### src/rtl/mem_pkg.sv
// Shared widths and FSM encoding for the memory access controller.
package mem_pkg;

    localparam int unsigned ADDR_W         = 9;
    localparam int unsigned DATA_W         = 32;
    localparam int unsigned MAX_BURST_LOG2 = 2;

    typedef logic [1:0] state_t;

    localparam state_t IDLE     = 2'd0;
    localparam state_t RD_ISSUE = 2'd1;
    localparam state_t RD_CAP   = 2'd2;
    localparam state_t WR       = 2'd3;

endpackage

### src/rtl/mem_access_ctrl.sv
// CPU-side initiator for the 512 x 32 synchronous RAM: sequences single and
// short-burst loads/stores, owns MAR/MDR and absorbs the one-cycle read latency.
module mem_access_ctrl #(
    parameter int unsigned ADDR_W         = mem_pkg::ADDR_W,
    parameter int unsigned DATA_W         = mem_pkg::DATA_W,
    parameter int unsigned MAX_BURST_LOG2 = mem_pkg::MAX_BURST_LOG2
) (
    input  logic                      Clock,
    input  logic                      Clear,
    input  logic                      req_valid,
    output logic                      req_ready,
    input  logic                      req_we,
    input  logic [ADDR_W-1:0]         req_addr,
    input  logic [MAX_BURST_LOG2-1:0] req_len_m1,
    input  logic [DATA_W-1:0]         wdata,
    output logic                      wdata_ready,
    output logic [DATA_W-1:0]         rdata,
    output logic                      rdata_valid,
    output logic                      done,
    output logic                      mem_read,
    output logic                      mem_write,
    output logic [ADDR_W-1:0]         mem_addr,
    output logic [DATA_W-1:0]         mem_wdata,
    input  logic [DATA_W-1:0]         mem_rdata
);
    import mem_pkg::*;

    state_t                    state_q, state_d;
    logic [ADDR_W-1:0]         mar_q, mar_d;
    logic [MAX_BURST_LOG2-1:0] cnt_q, cnt_d;
    logic [DATA_W-1:0]         mdr_q, mdr_d;
    logic                      rvalid_q, rvalid_d;
    logic                      done_q, done_d;

    // Next-state logic: accept in IDLE, two cycles per read word, one per write word.
    always_comb begin
        state_d  = state_q;
        mar_d    = mar_q;
        cnt_d    = cnt_q;
        mdr_d    = mdr_q;
        rvalid_d = 1'b0;
        done_d   = 1'b0;
        case (state_q)
            IDLE: begin
                if (req_valid) begin
                    mar_d   = req_addr;
                    cnt_d   = req_len_m1;
                    state_d = req_we ? WR : RD_ISSUE;
                end
            end
            RD_ISSUE: begin
                state_d = RD_CAP;
            end
            RD_CAP: begin
                // RAM output is registered: the word addressed in RD_ISSUE is valid now.
                mdr_d    = mem_rdata;
                rvalid_d = 1'b1;
                if (cnt_q == '0) begin
                    state_d = IDLE;
                    done_d  = 1'b1;
                end else begin
                    mar_d   = mar_q + ADDR_W'(1);
                    cnt_d   = cnt_q - MAX_BURST_LOG2'(1);
                    state_d = RD_ISSUE;
                end
            end
            WR: begin
                if (cnt_q == '0) begin
                    state_d = IDLE;
                    done_d  = 1'b1;
                end else begin
                    mar_d = mar_q + ADDR_W'(1);
                    cnt_d = cnt_q - MAX_BURST_LOG2'(1);
                end
            end
            default: begin
                state_d = IDLE;
            end
        endcase
    end

    // State and datapath registers; Clear abandons any in-flight burst.
    always_ff @(posedge Clock or posedge Clear) begin
        if (Clear) begin
            state_q  <= IDLE;
            mar_q    <= '0;
            cnt_q    <= '0;
            mdr_q    <= '0;
            rvalid_q <= 1'b0;
            done_q   <= 1'b0;
        end else begin
            state_q  <= state_d;
            mar_q    <= mar_d;
            cnt_q    <= cnt_d;
            mdr_q    <= mdr_d;
            rvalid_q <= rvalid_d;
            done_q   <= done_d;
        end
    end

    // RAM strobes decode straight from state so they drop the instant Clear asserts.
    assign req_ready   = (state_q == IDLE);
    assign mem_read    = (state_q == RD_ISSUE);
    assign mem_write   = (state_q == WR);
    assign wdata_ready = mem_write;
    assign mem_addr    = mar_q;
    assign mem_wdata   = wdata;
    assign rdata       = mdr_q;
    assign rdata_valid = rvalid_q;
    assign done        = done_q;

endmodule

### config.mk
export PLATFORM = sky130hd
export DESIGN_NAME = mem_access_ctrl
export DESIGN_NICKNAME = d
export VERILOG_FILES = /design/src/rtl/mem_pkg.sv /design/src/rtl/mem_access_ctrl.sv
export SDC_FILE = /design/constraint.sdc
export NUM_CORES = 1
export LEC_CHECK = 0
export BUFFER_PORTS_ARGS = -buffer_cell sky130_fd_sc_hd__buf_2
export CORE_AREA = 4 4 78 80
export CTS_CLUSTER_DIAMETER = 30
export DETAILED_ROUTE_END_ITERATION = 12
export DIE_AREA = 0 0 82 84
export GPL_TIMING_DRIVEN = 0
export PLACE_DENSITY = 0.9
export SLEW_MARGIN = 20
export SYNTH_ARGS = -nofsm -noshare
export SYNTH_HDL_FRONTEND = slang
export SYNTH_SLANG_ARGS = --single-unit
### constraint.sdc
create_clock -name Clock -period 2.7 [get_ports Clock]
set_input_delay 0.27 -clock Clock [delete_from_list [all_inputs] [get_ports Clock]]
set_output_delay 0.27 -clock Clock [all_outputs]
set_load 0.05 [all_outputs]
==> metrics.txt <==
Worst VDD drop about 0.00075 V; Core ar. 0.00541 mm2; max-cap viol count 0; reg-to-reg endpoint cnt_q[0]$_DFFE_PP0P_; reg2reg setup slack between 0.9 and 1 ns; net count reported at finish roughly 400; FILL cells 477; initial antenna violation count 0; post-synth top area share roughly half; f_max between 400 and 500 MHz; Initial Utilization between 40% and 50%; initial drt markers 38; Setup Skew ~0.015 ns; io pins about 160; GRT Total Usage approximately 16%; R2R cell count 6; syn nets 277; Synth cell types 44; Routed WL 5560 um; crit share post-route 77.0%; cell taking the most area after synthesis dfrtp_1; type of origin of the critical path flip-flop; worst skew pair latency approximately 0.30 ns; clk sinks between 40 and 50; CTS tree yes; TritonRoute pass-1 iters 4; final setup vio count 0; final count of hold timing violations 0; Critical Path Fanout Max 10; hold endpoint rdata[18]$_DFFE_PP0P_; H-tree Lvls 2; die height 84 um; RSZ-0062 raised after global routing no; clock-pin slew on the worst setup and hold paths approximately 0.09 ns; most used flip-flop cell after synthesis dfrtp_1; Max Slew Vio Count 0; clock root buffer clkbuf_8; TritonCTS buffer count 5; WP data required approximately 2.4 ns; sequential-to-total area share from yosys stat between 50 and 60%; Antenna Nets Post-Route 0; Final Non-Filler Cells about 400; Yosys reg bits 47; Worst Hold Launch mem_rdata[18]; number of instances in the placed design between 300 and 400; Cell Pwr Density between 1000 and 1500 mW/mm2; area of the multi-input gates 836 um2; Remaining Overflow, GRT 0; EDFF count, synth 0; hold path cells 2; Post-CTS Resized 0; LEAKAGE between 1.5 and 2 nW; asr flop ratio synth between 90% and 100%; syn_area_per_cell about 12 um2; Yosys Warn Count 0; largest net degree at the start of global routing 27; share of cells above drive strength 1 56.8%; row count 27; crit path kind flip-flop to primary output; Mapped Cells ~200; drt wl/cell around 14 um; ant diodes 0; Cell Area, Synth 0.00235 mm2; final hold slack 0.182 ns; worst-case clock buffer depth 2; port bufs approximately 130; Vias/cell roughly 4.8; fin crit period 2.08 ns; Slew headroom between 60 and 70%; post-DP HPWL between 4000 and 5000 um; status finished, final reports clean; number of vias in the routed layout roughly 1900; RR Startpoint cnt_q[0]$_DFFE_PP0P_; postcts setup bufs 0; Crit. End Element primary output; vias in the first global route approximately 1900; Die X 82 um; RePlAce Congestion ~0.83; Slew @ Worst Pin roughly 0.48 ns; FF/Latch Area about 0.0012 mm2; top cells by area, synth dfrtp_1, mux2_1, buf_4; Setup Total Neg Slack 0 ns; first-pass GRT wire length roughly 8900 um; Syn-to-layout area delta 36.8%; DRC Markers 0; Total Die Area slightly below 0.007 mm2; hold crit path type input port to flip-flop; critical path arrival ~1.8 ns
[routing by layer]
metal	global-route usage [%]	share of wire, %	vias up
met4	3.17	1.1	0
met1	20.0	38	891
met3	4.32	9.8	10
met5	0	0	-
met2	28.8	51	106
li1	-	-	922
[where the power goes]
group	switching (W)	internal, W
registers	0.000217	0.00107
clock network	0.000233	0.000300
logic	0.00208	0.000857
total	0.00253	0.00222
[synth_stat cells, types with 3 or more instances]
cell type and count:
nor3_1 4, dfrtp_1 47, nand2_1 3, nand3_1 4
nor2b_1 5, buf_4 38, mux2_1 29, a31oi_1 4
a21oi_1 4, mux2_2 4, inv_1 5, nor2_1 3
[what timing repair did]
| item | 4_1_cts | 5_1_grt |
|---|---|---|
| hold buffers | 1 | 0 |
| setup endpoints to repair | 0 | 0 |
| hold endpoints to repair | 11 | 0 |
[cell usage in the layout, fill, tap and decap left out, types with 3 or more instances in the layout]
cell | synthesis | routed
mux2_2 | 4 | 4
a31oi_1 | 4 | 4
buf_4 | 38 | 38
nand3_1 | 4 | 4
inv_2 | 2 | 3
clkbuf_8 | 0 | 6
dfrtp_1 | 47 | 47
nor2_1 | 3 | 3
inv_1 | 5 | 4
nand2_1 | 3 | 3
mux2_1 | 29 | 29
a21oi_1 | 4 | 4
nor3_1 | 4 | 4
buf_2 | 2 | 127
nor2b_1 | 5 | 5
[sequential cells by signal, indices dropped and copies added (netlist names)]
register and cells:
rdata_valid 1, mem_addr 9, rdata 32, cnt_q 2
done 1, state_q 2
[metrics by stage]
stage                     worst slack (ns)  power (W)  instance area (um2)  utilization (%)
final                                0.622    0.00475                 3210             59.4
after global placement               0.738    0.00418                 3060             56.7
after global routing                 0.516    0.00504                 3210             59.4
after CTS                            0.612    0.00480                 3210             59.4
after detailed placement             0.953    0.00426                 3080             57.1
after floorplan                      0.872    0.00358                 2350                -
[kinds of logic after synthesis]
| logic type | after synthesis | share of synthesized area (%) |
|---|---|---|
| buffers and inverters | 49 | 14.3 |
| AO/OA/AOI/OAI | 23 | 6.66 |
| AND/OR/NAND/NOR | 41 | 11.6 |
| adder cells (fa/ha/maj) | 2 | 1.07 |
| multiplexers | 34 | 16.2 |
| flip-flops | 47 | 50.1 |
[worst max path at each step]
stage,depth (start not counted),from,slack (ns),end
after global placement,2,Clear,0.74,mem_addr[2]$_DFFE_PP0P_
after detailed placement,6,state_q[1]$_DFFE_PP0P_,0.95,wdata_ready
after floorplan,5,state_q[1]$_DFFE_PP0P_,0.87,wdata_ready
after global routing,6,state_q[1]$_DFFE_PP0P_,0.52,wdata_ready
after CTS,6,state_q[1]$_DFFE_PP0P_,0.61,wdata_ready
final,6,state_q[1]$_DFFE_PP0P_,0.62,wdata_ready
[area by class of cell]
class,count,area share (%)
Timing Repair Buffer,127,20.4
Multi-Input combinational cell,100,26.0
Clock inverter,2,1.09
Inverter,7,0.818
Buffer,42,9.66
Clock buffer,6,2.57
Tap cell,72,2.80
Sequential cell,47,36.6
[critical path: stages (launching register included)]
cell and delay, ns:
dfrtp_1 0.33, buf_4 0.16, buf_2 0.24, buf_2 0.27, and2_1 0.17, buf_4 0.10, buf_2 0.24
No activity file was read; power rests on OpenSTA's default activity.
